--- src/rtl/mem_wb_if.sv ---
// Data-memory request/ready bus between the mem_wb stage (master) and data memory (slave).
// Vectors are big-endian ([0:N-1]) to match the rest of the ring-node CPU.
`timescale 1ns/1ps
interface mem_wb_if #(
    parameter int ADDR_W = 32
);
    logic              dmem_req;
    logic              dmem_wrEn;
    logic [0:ADDR_W-1] dmem_addr;
    logic [0:63]       dmem_wdata;
    logic [0:63]       dmem_rdata;
    logic              dmem_ready;

    modport master (
        output dmem_req,
        output dmem_wrEn,
        output dmem_addr,
        output dmem_wdata,
        input  dmem_rdata,
        input  dmem_ready
    );

    modport slave (
        input  dmem_req,
        input  dmem_wrEn,
        input  dmem_addr,
        input  dmem_wdata,
        output dmem_rdata,
        output dmem_ready
    );
endinterface

--- src/rtl/mem_wb.sv ---
// Memory-access / writeback stage: runs loads/stores over a variable-latency handshake, stalls upstream meanwhile.
// Define MEM_WB_TIMEOUT_EN to add an access watchdog that aborts after TIMEOUT_CYCLES and sets sticky MEM_err.
`timescale 1ns/1ps
module mem_wb #(
    parameter int ADDR_W         = 32,
    parameter int TIMEOUT_CYCLES = 256
) (
    input  logic              clk,
    input  logic              reset,
    input  logic [0:4]        EX_MEM_rD,
    input  logic              EX_MEM_wrEn,
    input  logic [0:2]        EX_MEM_ppp,
    input  logic              EX_MEM_memEn,
    input  logic              EX_MEM_memwrEn,
    input  logic [0:ADDR_W-1] EX_MEM_addr,
    input  logic [0:63]       EX_MEM_data,
    mem_wb_if.master          dmem,
    output logic              MEM_stall,
    output logic [0:4]        WB_rD,
    output logic              WB_wrEn,
    output logic [0:2]        WB_ppp,
    output logic [0:63]       WB_rD_data,
    output logic              MEM_err
);

    typedef enum logic {
        IDLE,
        ACCESS
    } state_t;

    state_t     state;
    state_t     state_next;
    logic [0:4] lat_rD;
    logic [0:2] lat_ppp;
    logic       lat_wrEn;
    logic       timeout;

`ifdef MEM_WB_TIMEOUT_EN
    localparam int CNT_W = $clog2(TIMEOUT_CYCLES) + 1;

    logic [CNT_W-1:0] wait_cnt;

    // Fires in the last permitted ACCESS cycle only when memory has still not answered.
    assign timeout = (state == ACCESS) && !dmem.dmem_ready &&
                     (wait_cnt == CNT_W'(TIMEOUT_CYCLES - 1));

    always_ff @(posedge clk or posedge reset) begin
        if (reset) begin
            wait_cnt <= '0;
            MEM_err  <= 1'b0;
        end else begin
            if (state == IDLE) begin
                wait_cnt <= '0;
            end else if (!dmem.dmem_ready) begin
                wait_cnt <= wait_cnt + 1'b1;
            end
            if (timeout) begin
                MEM_err <= 1'b1;
            end
        end
    end
`else
    assign timeout = 1'b0;
    assign MEM_err = 1'b0;
`endif

    assign MEM_stall = (state == ACCESS);

    always_ff @(posedge clk or posedge reset) begin
        if (reset) begin
            state <= IDLE;
        end else begin
            state <= state_next;
        end
    end

    always_comb begin
        state_next = state;
        case (state)
            IDLE:    if (EX_MEM_memEn) state_next = ACCESS;
            ACCESS:  if (dmem.dmem_ready || timeout) state_next = IDLE;
            default: state_next = IDLE;
        endcase
    end

    // The dmem_* flops double as the latched memwrEn/addr/data of the op in flight.
    always_ff @(posedge clk or posedge reset) begin
        if (reset) begin
            dmem.dmem_req   <= 1'b0;
            dmem.dmem_wrEn  <= 1'b0;
            dmem.dmem_addr  <= '0;
            dmem.dmem_wdata <= '0;
            lat_rD          <= '0;
            lat_ppp         <= '0;
            lat_wrEn        <= 1'b0;
            WB_rD           <= '0;
            WB_wrEn         <= 1'b0;
            WB_ppp          <= '0;
            WB_rD_data      <= '0;
        end else begin
            case (state)
                IDLE: begin
                    if (EX_MEM_memEn) begin
                        lat_rD          <= EX_MEM_rD;
                        lat_ppp         <= EX_MEM_ppp;
                        lat_wrEn        <= EX_MEM_wrEn;
                        dmem.dmem_req   <= 1'b1;
                        dmem.dmem_wrEn  <= EX_MEM_memwrEn;
                        dmem.dmem_addr  <= EX_MEM_addr;
                        dmem.dmem_wdata <= EX_MEM_data;
                        WB_wrEn         <= 1'b0;
                    end else begin
                        WB_rD      <= EX_MEM_rD;
                        WB_ppp     <= EX_MEM_ppp;
                        WB_rD_data <= EX_MEM_data;
                        WB_wrEn    <= EX_MEM_wrEn;
                    end
                end
                ACCESS: begin
                    WB_wrEn <= 1'b0;
                    if (dmem.dmem_ready) begin
                        dmem.dmem_req <= 1'b0;
                        if (!dmem.dmem_wrEn) begin
                            WB_rD_data <= dmem.dmem_rdata;
                            WB_rD      <= lat_rD;
                            WB_ppp     <= lat_ppp;
                            WB_wrEn    <= lat_wrEn;
                        end
                    end else if (timeout) begin
                        dmem.dmem_req <= 1'b0;
                    end
                end
                default: WB_wrEn <= 1'b0;
            endcase
        end
    end

endmodule

--- src/flat_wrapper.sv ---
// flat-port wrapper written by rule: the top's interface ports become plain ports
module mem_wb_flat 
#(
    parameter int ADDR_W         = 32,
    parameter int TIMEOUT_CYCLES = 256
)
  (clk, reset, EX_MEM_rD, EX_MEM_wrEn, EX_MEM_ppp, EX_MEM_memEn, EX_MEM_memwrEn, EX_MEM_addr, EX_MEM_data, MEM_stall, WB_rD, WB_wrEn, WB_ppp, WB_rD_data, MEM_err, dmem_dmem_req, dmem_dmem_wrEn, dmem_dmem_addr, dmem_dmem_wdata, dmem_dmem_rdata, dmem_dmem_ready);
  mem_wb_if #(.ADDR_W(ADDR_W)) dmem_i ();
  input  logic clk;
  input  logic reset;
  input  logic [0:4] EX_MEM_rD;
  input  logic EX_MEM_wrEn;
  input  logic [0:2] EX_MEM_ppp;
  input  logic EX_MEM_memEn;
  input  logic EX_MEM_memwrEn;
  input  logic [0:ADDR_W-1] EX_MEM_addr;
  input  logic [0:63] EX_MEM_data;
  output logic MEM_stall;
  output logic [0:4] WB_rD;
  output logic WB_wrEn;
  output logic [0:2] WB_ppp;
  output logic [0:63] WB_rD_data;
  output logic MEM_err;
  output wire logic [$bits(dmem_i.dmem_req)-1:0] dmem_dmem_req;
  output wire logic [$bits(dmem_i.dmem_wrEn)-1:0] dmem_dmem_wrEn;
  output wire logic [$bits(dmem_i.dmem_addr)-1:0] dmem_dmem_addr;
  output wire logic [$bits(dmem_i.dmem_wdata)-1:0] dmem_dmem_wdata;
  input wire logic [$bits(dmem_i.dmem_rdata)-1:0] dmem_dmem_rdata;
  input wire logic [$bits(dmem_i.dmem_ready)-1:0] dmem_dmem_ready;
  assign dmem_dmem_req = dmem_i.dmem_req;
  assign dmem_dmem_wrEn = dmem_i.dmem_wrEn;
  assign dmem_dmem_addr = dmem_i.dmem_addr;
  assign dmem_dmem_wdata = dmem_i.dmem_wdata;
  assign dmem_i.dmem_rdata = dmem_dmem_rdata;
  assign dmem_i.dmem_ready = dmem_dmem_ready;
  mem_wb #(.ADDR_W(ADDR_W), .TIMEOUT_CYCLES(TIMEOUT_CYCLES)) u_core (.clk(clk), .reset(reset), .EX_MEM_rD(EX_MEM_rD), .EX_MEM_wrEn(EX_MEM_wrEn), .EX_MEM_ppp(EX_MEM_ppp), .EX_MEM_memEn(EX_MEM_memEn), .EX_MEM_memwrEn(EX_MEM_memwrEn), .EX_MEM_addr(EX_MEM_addr), .EX_MEM_data(EX_MEM_data), .dmem(dmem_i), .MEM_stall(MEM_stall), .WB_rD(WB_rD), .WB_wrEn(WB_wrEn), .WB_ppp(WB_ppp), .WB_rD_data(WB_rD_data), .MEM_err(MEM_err));
endmodule
--- config.mk ---
export PLATFORM = sky130hd
export DESIGN_NAME = mem_wb_flat
export DESIGN_NICKNAME = d
export VERILOG_FILES = /design/src/rtl/mem_wb_if.sv /design/src/rtl/mem_wb.sv /design/src/flat_wrapper.sv
export SDC_FILE = /design/constraint.sdc
export NUM_CORES = 1
export LEC_CHECK = 0
export ABC_CLOCK_PERIOD_IN_PS = 14900
export CORE_UTILIZATION = 39
export DETAILED_ROUTE_END_ITERATION = 6
export PLACE_DENSITY = 0.83
export REMOVE_ABC_BUFFERS = 1
export SETUP_SLACK_MARGIN = 0.4
export SLEW_MARGIN = 40
export SYNTH_ARGS = -nofsm -noshare
export SYNTH_HDL_FRONTEND = slang
export SYNTH_SLANG_ARGS = --single-unit
--- constraint.sdc ---
create_clock -name clk -period 14.9 [get_ports clk]
set_input_delay 1.49 -clock clk [delete_from_list [all_inputs] [get_ports clk]]
set_output_delay 1.49 -clock clk [all_outputs]
set_load 0.005 [all_outputs]
==> results of run 1 <==
Yosys cell counts (all sizes together):
cell type	number	share of area, %
nor4bb	46	5.5
nor2	2	0.090
and4bb	26	3.9
conb	1	0.045
a21oi	1	0.060
clkbuf	31	1.4
nor2b	1	0.075
nand3b	1	0.090
dfrtp	181	54
inv	75	3.4
mux2	106	16
nor3	72	4.3
buf	38	3.2
or2	1	0.075
o2bb2ai	1	0.10
a311oi	72	7.5
o22ai	1	0.075
cells by family after synthesis:
| kind of cell | Yosys count |
|---|---|
| DFF | 181 |
| and+or+nand+nor | 149 |
| buffers and inverters | 144 |
| AOI/OAI and AO/OA | 75 |
| muxes | 106 |
| other | 1 |
final cells by class:
class                           instances  area, µm²  share of cell area, %
Sequential cell                       181       4534                  36.36
Timing Repair Buffer                  357       3541                  28.39
Multi-Input combinational cell        331       3179                  25.49
Clock buffer                           18      429.2                  3.441
Tap cell                              275      344.1                  2.759
Inverter                               75      294.0                  2.358
Clock inverter                         12      147.6                  1.184
Antenna cell                            1      2.502                0.02006
cell usage in the layout (no fill, tap or decap), drive strengths merged, types with 2 or more instances in the layout:
master,instances
a311oi,72
and4bb,26
buf,14
bufinv,2
clkbuf,18
clkdlybuf4s50,343
clkinv,3
clkinvlp,4
dfrtp,181
inv,78
mux2,106
nor2,2
nor3,72
nor4bb,46
registers in the layout, summed over array words and instances (netlist names):
signal	flops
u_core.lat_ppp	3
u_core.WB_rD	5
u_core.lat_wrEn	1
u_core.dmem.dmem_wdata	64
u_core.dmem.dmem_wrEn	1
u_core.WB_ppp	3
u_core.WB_wrEn	1
u_core.dmem.dmem_addr	32
u_core.WB_rD_data	64
u_core.dmem.dmem_req	1
u_core.lat_rD	5
u_core.MEM_stall	1
worst max-delay path by stage:
| stage | slack [ps] | end | cells after the start | from |
|---|---|---|---|---|
| after floorplan | 6490 | u_core.dmem.dmem_addr[0] | 2 | u_core.MEM_stall |
| after global placement | 10940 | u_core.dmem.dmem_wdata[13] | 6 | EX_MEM_memEn |
| after detailed placement | 10880 | u_core.dmem.dmem_wdata[32] | 6 | EX_MEM_memEn |
| after CTS | 11330 | u_core.dmem.dmem_wdata[32] | 6 | EX_MEM_memEn |
| after global routing | 11240 | u_core.dmem.dmem_wdata[22] | 6 | EX_MEM_memEn |
| final | 11320 | u_core.dmem.dmem_wdata[37] | 6 | EX_MEM_memEn |
per-stage QoR:
stage / setup WS (ps) / instance area [µm²] / instances
after CTS: 11330 / 12470 / 1249
after floorplan: 6490 / 7983 / 587
after detailed placement: 10880 / 11890 / 1219
after global routing: 11240 / 12470 / 1250
after global placement: 10940 / 11880 / 1219
final: 11320 / 12470 / 1250
per-layer routing:
layer / GRT usage, % / vias up / share of wire (%)
met4: 8.866 / 2 / 2.9
met3: 7.485 / 45 / 8.5
met2: 37.73 / 292 / 49
met1: 27.37 / 3340 / 39
met5: 0 / - / 0.068
li1: - / 3018 / -
power by group:
part / internal [mW] / total, mW / switching (mW)
logic: 0.401 / 0.628 / 0.228
registers: 0.630 / 0.709 / 0.0785
clock network: 0.249 / 0.452 / 0.202
==> results.ini, run 1 <==
[run_status]
run_status=finished, final reports clean

[timing]
fin_skew_ps=17.82
whs_ps=506.7
rsz0062_at_grt=no
slew_violations=0
worst_slew_pin_slew_ps=847.6
fmax_mhz=279.5
period_share_pct=24.01
fin_crit_ps=3578
hold_viol_final=0
relSlewSlack_pct=43.49
finalSetupTns_ps=0
setup_violations=0

[worst_setup_path]
rr_worst_depth=5
path_buf_inv=4
crit_chain=buf_2 > buf_4 > buf_4 > nor2b_4 > buf_4 > mux2_2
worstSetupEndpointType=flip-flop
slowest_delay_ps=650
reg2reg_to=u_core.dmem.dmem_addr[9]
crit_fanout=51
cp.arrival_ps=3880
r2r_setup_slack_ps=12110
startpoint_type=input port
r2r-start=u_core.MEM_stall
path_delay_family=buffers and inverters
required_ps=15200
worst_path_most_repeated_cell=buf_4
crit_type=in -> reg
slowest_stage=buf_4

[clock_network]
insertion_delay_ps=430
cts_tree=yes
cts_buffer_depth=2
cts_resized=0
clkTransAtPathRegs_ps=70
postCtsSetupRepairBufs=0
root_buffer=clkbuf_16
cts_inserted_buffers=17
h-tree-depth=4
cts_sinks=181
holdBufCountCts=0

[job]
drv_cap=0

[die]
die_w_um=148.4
dieArea_um2=22040
start_util_pct=39.79
pin_count=347
die_h_um=148.4
coreArea_um2=21020
num_rows=53

[power_and_ir_drop]
ir_worst_vdd_mv=0.07081
finalPower_mw=1.789
p_leak_nw=5.225
powerDensity_nw_per_um2=143.4

[global_route]
grt-ovfl-total=0
grt_start_max_net_pins=106
grt_antenna_before_repair=2
grt_pass1_wl_mm=39.05
first_global_vias=7103
grt_usage_pct=22.79

[synthesis]
synth_xor_area_share_pct=0
netlist_area_um2=8364
ys_ff_latch=181
yosysUniqueCellTypes=22
synth_adder_area_share_pct=0
ys_warn_count=0
synthMuxAreaShare_pct=16.07
synth_top_family_by_area=multiplexers
ys_seq_area_share_pct=54.15
avgSynthCellArea_um2=12.75
syn_inst=656
synth-compound-area-share_pct=7.779
synth-simple-area-share_pct=14.03

[placement]
post-dp-hpwl_mm=16.66
gp_congestion=0.7903
io_buffer_count=345

[finish]
syn_to_final_growth_pct=49.11
nets=1137
drive_gt1_share_pct=18.17
num-fill-cells=1686
utilization_pct=59.33

[drt]
vias=6697
vias_per_cell=5.358
route.detailed.drc=0
drtPass1Iterations=6
wl_per_cell_um=19.88
wirelength_mm=24.85
antenna_left=0
drt_iter0_markers=348

[hold_path]
hp-class=reg -> reg
hold_start=u_core.dmem.dmem_wdata[29]
min_to=u_core.dmem.dmem_wdata[29]
whs_path_depth=1

No activity file was read; power rests on OpenSTA's default activity.
==> run 2: changes to the inputs <==
- ABC_CLOCK_PERIOD_IN_PS: 14900 -> 3100
- PLACE_DENSITY: 0.83 -> 0.86
- clock period: 14.9 -> 3.1 ns (I/O delays scaled with it)
==> run 2 against run 1 <==
Effect of this change:
- power rose to 4.8 times the previous value
- first-iteration DRC count down 33%
- global-route usage about the same
- register-to-register slack worse by 11000 ps
==> results.ini, run 2 (same netlist as run 1, synthesis figures left out) <==
[placement]
post-dp-hpwl_mm=16.82  ; +0.95%
io_buffer_count=345  ; unchanged
placement.cell_area_um2=11970  ; +0.67%
gp_congestion=0.7881  ; -0.28%
pre_cts_ws_ps=963.3  ; -9918 ps

[drt]
antenna_left=0  ; unchanged
route.detailed.drc=0  ; unchanged
wl_per_cell_um=20.03  ; +0.72%
wirelength_mm=25.15  ; +1.2%
drtPass1Iterations=4  ; -2
vias_per_cell=5.330  ; -0.52%
drt_iter0_markers=232  ; -33%
vias=6694  ; -0.045%

[timing]
hold_viol_final=0  ; unchanged
rsz0062_at_grt=no
layout_setup_ws_ps=911.8  ; -10,410 ps
finalSetupTns_ps=0  ; unchanged
setup_violations=0  ; unchanged
slew_violations=0  ; unchanged
fmax_mhz=457.0
fin_skew_ps=12.03  ; -5.797 ps
relSlewSlack_pct=49.97  ; +6.5 points
period_share_pct=70.59
fin_crit_ps=2188
worst_slew_pin_slew_ps=750.4  ; -97.15 ps

[worst_setup_path]
cp.arrival_ps=1880  ; -2000 ps
r2r_setup_slack_ps=1080  ; -11,030 ps
startpoint_type=flip-flop
required_ps=2790  ; -12,410 ps
crit_fanout=44  ; -14%
slowest_delay_ps=600  ; -50 ps
slowest_stage=clkdlybuf4s50_1
reg2reg_to=u_core.WB_rD[3]
rr_worst_depth=3  ; -2
crit_type=reg -> out
crit_chain=buf_4 > clkdlybuf4s50_1
r2r-start=u_core.MEM_stall
worstSetupEndpointType=output pin

[finish]
final_cell_area_um2=12560  ; +0.71%
n_antenna_cell=0  ; -1
reg.largest.list=u_core.WB_rD_data x64, u_core.dmem.dmem_wdata x64, u_core.dmem.dmem_addr x32
drive_gt1_share_pct=18.76  ; +0.58 points
syn_to_final_growth_pct=50.17
final_common_cell=clkdlybuf4s50_1
nets=1142  ; +0.44%
final_cell_mix=clkdlybuf4s50_1 (343), dfrtp_1 (179), inv_1 (74)

[clock_network]
cts_buffer_depth=2  ; unchanged
cts_inserted_buffers=17  ; unchanged
cts_tree=yes
holdBufCountCts=0  ; unchanged
postCtsSetupRepairBufs=0  ; unchanged
h-tree-depth=4  ; unchanged
clkTransAtPathRegs_ps=80  ; about the same
insertion_delay_ps=430  ; about the same
cts_sinks=181  ; unchanged
root_buffer=clkbuf_16
cts_resized=0  ; unchanged

[power_and_ir_drop]
powerDensity_nw_per_um2=688.3  ; +380%
ir_worst_vdd_mv=0.3584  ; +410%
p_leak_nw=5.285  ; +1.2%

[die]
num_rows=53  ; unchanged
coreArea_um2=21020  ; unchanged
pin_count=347  ; unchanged
dieArea_um2=22040  ; unchanged
die_h_um=148.4  ; unchanged
start_util_pct=39.79  ; unchanged
die_w_um=148.4  ; unchanged

[job]
drv_cap=0  ; unchanged

[hold_path]
hp-class=in -> async

[global_route]
grt_usage_pct=22.82  ; +0.035 points
grt-ovfl-total=0  ; unchanged
grt_start_max_net_pins=105  ; -0.94%
grt_pass1_wl_mm=39.25  ; +0.49%
first_global_vias=7131  ; +0.39%
grt_antenna_before_repair=1  ; -1

[run_status]
run_status=finished, final reports clean

-- run 2: cell types whose count changed in the layout (fill, tap and decap cells not counted), sizes merged --
| cell | change |
|---|---|
| bufinv | -1 |
| diode | -1 |
| buf | +5 |
| clkinv | +3 |
| inv | +4 |
| clkinvlp | -4 |
-- run 2: report_power, final --
part	leakage, nW	switching, mW	internal (mW)
clock	0.291	1.05	1.15
combinational	2.93	1.08	1.94
sequential	2.07	0.396	3.03
total	5.29	2.53	6.12
-- run 2: worst max-delay path by stage --
stage                     start                    endpoint  slack, ps  cells after the start
2_1_floorplan  u_core.MEM_stall    u_core.dmem.dmem_addr[0]      -5310                      2
3_3_place_gp       EX_MEM_memEn  u_core.dmem.dmem_wdata[27]       1010                      5
3_5_place_dp       EX_MEM_memEn       u_core.dmem.dmem_wrEn        960                      5
4_1_cts        u_core.MEM_stall                   MEM_stall        880                      2
5_1_grt        u_core.MEM_stall                   MEM_stall        820                      2
6_report       u_core.MEM_stall                   MEM_stall        910                      2
-- run 2: area by class of cell --
cell class | count | area (µm²)
inverter | 75 | 286.5
sequential | 181 | 4534
clock buffer | 18 | 429.2
tap | 275 | 344.1
fill | 1664 | 8461
multi-input combinational | 331 | 3179
clock inverter | 14 | 162.7
timing repair buffer | 362 | 3625
-- run 2: through the flow --
stage | power [mW] | instances | utilization, % | hold WS (ps)
floorplan | 4.591 | 587 | - | 400.7
global placement | 6.400 | 1224 | 56.92 | 485.8
detailed placement | 6.496 | 1224 | 56.94 | 485.6
CTS | 8.731 | 1256 | 59.75 | 375.8
global route | 9.085 | 1256 | 59.75 | 395.7
finish | 8.646 | 1256 | 59.75 | 359.3
-- run 2: metal layers --
layer,wire length (µm),up-vias,global-route usage (%)
met3,1763,35,6.196
met1,10210,3356,27.94
met4,554,2,7.577
met2,12610,261,38.74
li1,-,3040,-
met5,8,-,0
-- run 2: critical path, delay by kind of cell, from the launching register on --
family | cells | cell delay, ps
buf+inv | 2 | 990
flops | 1 | 460
==> run 3: changes to the inputs <==
- ABC_CLOCK_PERIOD_IN_PS: 3100 -> 2300
- PLACE_DENSITY: 0.86 -> 0.83
- clock period: 3.1 -> 2.3 ns (I/O delays scaled with it)
==> run 3 against run 2 <==
Effect of this change:
- non-clock buffer count grew 2
- die area stayed put
- power is 34% higher
- via count rose by 2.2%
- first-iteration DRC count increased by 14%
- global-route usage rose by 0.57 points
- count of clock-buffer cells in the layout did not move
- clock skew rose by 0.75 ps
- sequential share of layout area hardly changed
==> results.ini, run 3 (same netlist as run 1, synthesis figures left out) <==
[finish]
nets=1144  ; +0.18%
final_cell_area_um2=12550  ; about the same
n_antenna_cell=0  ; unchanged
seq_area_um2=4534  ; unchanged
final_cell_mix=clkdlybuf4s50_1 (343), dfrtp_1 (179), inv_1 (74)
final_cells=1257  ; +0.080%
reg.largest.list=u_core.WB_rD_data x64, u_core.dmem.dmem_wdata x64, u_core.dmem.dmem_addr x32
drive_gt1_share_pct=18.84  ; +0.083 points
multi_input_area_um2=3179  ; unchanged
num-fill-cells=1684  ; +1.2%
syn_to_final_growth_pct=50.08  ; about the same
final_common_cell=clkdlybuf4s50_1

[timing]
whs_ps=104.4  ; -254.8 ps
setup_violations=0  ; unchanged
period_share_pct=77.07
fmax_mhz=564.1
layout_setup_ws_ps=527.4  ; -384.3 ps
rsz0062_at_grt=no
relSlewSlack_pct=63.84  ; +14 points
worst_slew_pin_slew_ps=542.3  ; -208.1 ps
fin_skew_ps=12.77  ; +0.7482 ps
fin_crit_ps=1773
slew_violations=0  ; unchanged
hold_viol_final=0  ; unchanged

[run_status]
run_status=finished, final reports clean

[global_route]
grt_pass1_wl_mm=39.76  ; +1.3%
grt_start_max_net_pins=95  ; -9.5%
grt_usage_pct=23.39  ; +0.57 points
first_global_vias=7419  ; +4.0%
grt-ovfl-total=0  ; unchanged
grt_antenna_before_repair=0  ; -1

[worst_setup_path]
crit_chain=clkdlybuf4s50_1
crit_type=reg -> out
critPathLaunch=u_core.dmem.dmem_wrEn
required_ps=2070  ; -720 ps
path_buf_inv=1  ; -1
slowest_delay_ps=560  ; -40 ps
path_delay_family=buffers and inverters
cp.arrival_ps=1540  ; -340 ps
critical_path_cell_count=1  ; -1
r2r-start=u_core.MEM_stall
slowest_stage=clkdlybuf4s50_1
worstSetupEndpointType=output pin
worstSetupEndpoint=dmem_dmem_wrEn
r2r_setup_slack_ps=620  ; -460 ps
rr_worst_depth=3  ; unchanged
startpoint_type=flip-flop
crit_fanout=13  ; -70%
reg2reg_to=u_core.dmem.dmem_wdata[32]

[placement]
placed_cells_incl_taps=1226  ; +0.16%
gp_congestion=0.7940  ; +0.75%
pre_cts_ws_ps=602.7  ; -360.5 ps
io_buffer_count=345  ; unchanged
placement.cell_area_um2=12010  ; +0.30%
post-dp-hpwl_mm=17.40  ; +3.5%

[drt]
vias_per_cell=5.440  ; +2.1%
vias=6838  ; +2.2%
antenna_left=0  ; unchanged
route.detailed.drc=0  ; unchanged
drtPass1Iterations=4  ; unchanged
wirelength_mm=25.78  ; +2.5%
wl_per_cell_um=20.51  ; +2.4%
drt_iter0_markers=264  ; +14%

[die]
coreArea_um2=21020  ; unchanged
die_h_um=148.4  ; unchanged
start_util_pct=39.79  ; unchanged
die_w_um=148.4  ; unchanged
dieArea_um2=22040  ; unchanged
num_rows=53  ; unchanged
pin_count=347  ; unchanged

[clock_network]
h-tree-depth=4  ; unchanged
cts_sinks=181  ; unchanged
clkTransAtPathRegs_ps=80  ; about the same
cts_buffer_depth=2  ; unchanged
root_buffer=clkbuf_16
cts_tree=yes
cts_resized=0  ; unchanged
insertion_delay_ps=430  ; about the same
postCtsSetupRepairBufs=0  ; unchanged
cts_inserted_buffers=17  ; unchanged
holdBufCountCts=0  ; unchanged

[power_and_ir_drop]
p_leak_nw=5.268  ; -0.32%
p_sw_share_pct=29.56  ; +0.35 points
combPwrFrac_pct=35.7  ; +0.7 points
ir_worst_vdd_mv=0.5009  ; +40%
powerDensity_nw_per_um2=920.2  ; +34%
intPower_mw=8.137  ; +33%
p_clk_share_pct=24.2  ; -1.2 points
power.share.sequential_pct=40.0  ; +0.4 points
switchingPower_mw=3.415  ; +35%

[hold_path]
hp-class=in -> async

[job]
drv_cap=0  ; unchanged

==> run 3: changes by cell type in the layout (fill, tap and decap cells not counted), sizes merged <==
| cell | delta |
|---|---|
| bufinv | -1 |
| clkinvlp | +4 |
| buf | +2 |
| inv | -1 |
| clkinv | -3 |
==> run 3: per-layer routing <==
layer | wire length [µm] | GRT usage [%] | vias to the layer above
li1 | - | - | 3045
met1 | 10270 | 27.04 | 3439
met2 | 12700 | 39.91 | 296
met3 | 1966 | 7.209 | 58
met4 | 836 | 10.00 | 0
met5 | 0 | 0 | -
==> run 3: through the flow <==
step                TNS (ps)  power [mW]  utilization, %
global placement           0       8.673           57.11
CTS                        0       11.67           59.72
finish                     0       11.55           59.72
global route               0       12.13           59.72
detailed placement         0       8.803           57.11
floorplan           -1329920       6.188               -
==> run 3: power by group through the flow <==
stage / registers (mW) / logic, mW / clock network, mW
after floorplan: 4.77 / 1.42 / 0
after global placement: 4.63 / 4.04 / 0
after detailed placement: 4.67 / 4.13 / 0
after CTS: 4.63 / 4.15 / 2.88
after global routing: 4.73 / 4.41 / 3.00
final: 4.62 / 4.13 / 2.80
==> run 3: layout make-up <==
cell class | count | area share (%)
clock inverter | 13 | 0.9469
inverter | 75 | 2.282
timing repair buffer | 364 | 29.16
multi-input combinational | 331 | 25.33
tap | 275 | 2.741
sequential | 181 | 36.12
clock buffer | 18 | 3.419
==> run 3: worst min-delay path by stage <==
stage | from | endpoint | slack (ps) | cells past startpoint
after floorplan | dmem_dmem_ready | u_core.MEM_stall | 320 | 1
after global placement | u_core.lat_rD[0] | u_core.lat_rD[0] | 490 | 1
after detailed placement | u_core.lat_rD[0] | u_core.lat_rD[0] | 490 | 1
after CTS | reset | u_core.dmem.dmem_wdata[24] | 100 | 2
after global routing | reset | u_core.dmem.dmem_addr[15] | 120 | 2
final | reset | u_core.dmem.dmem_wdata[24] | 100 | 2
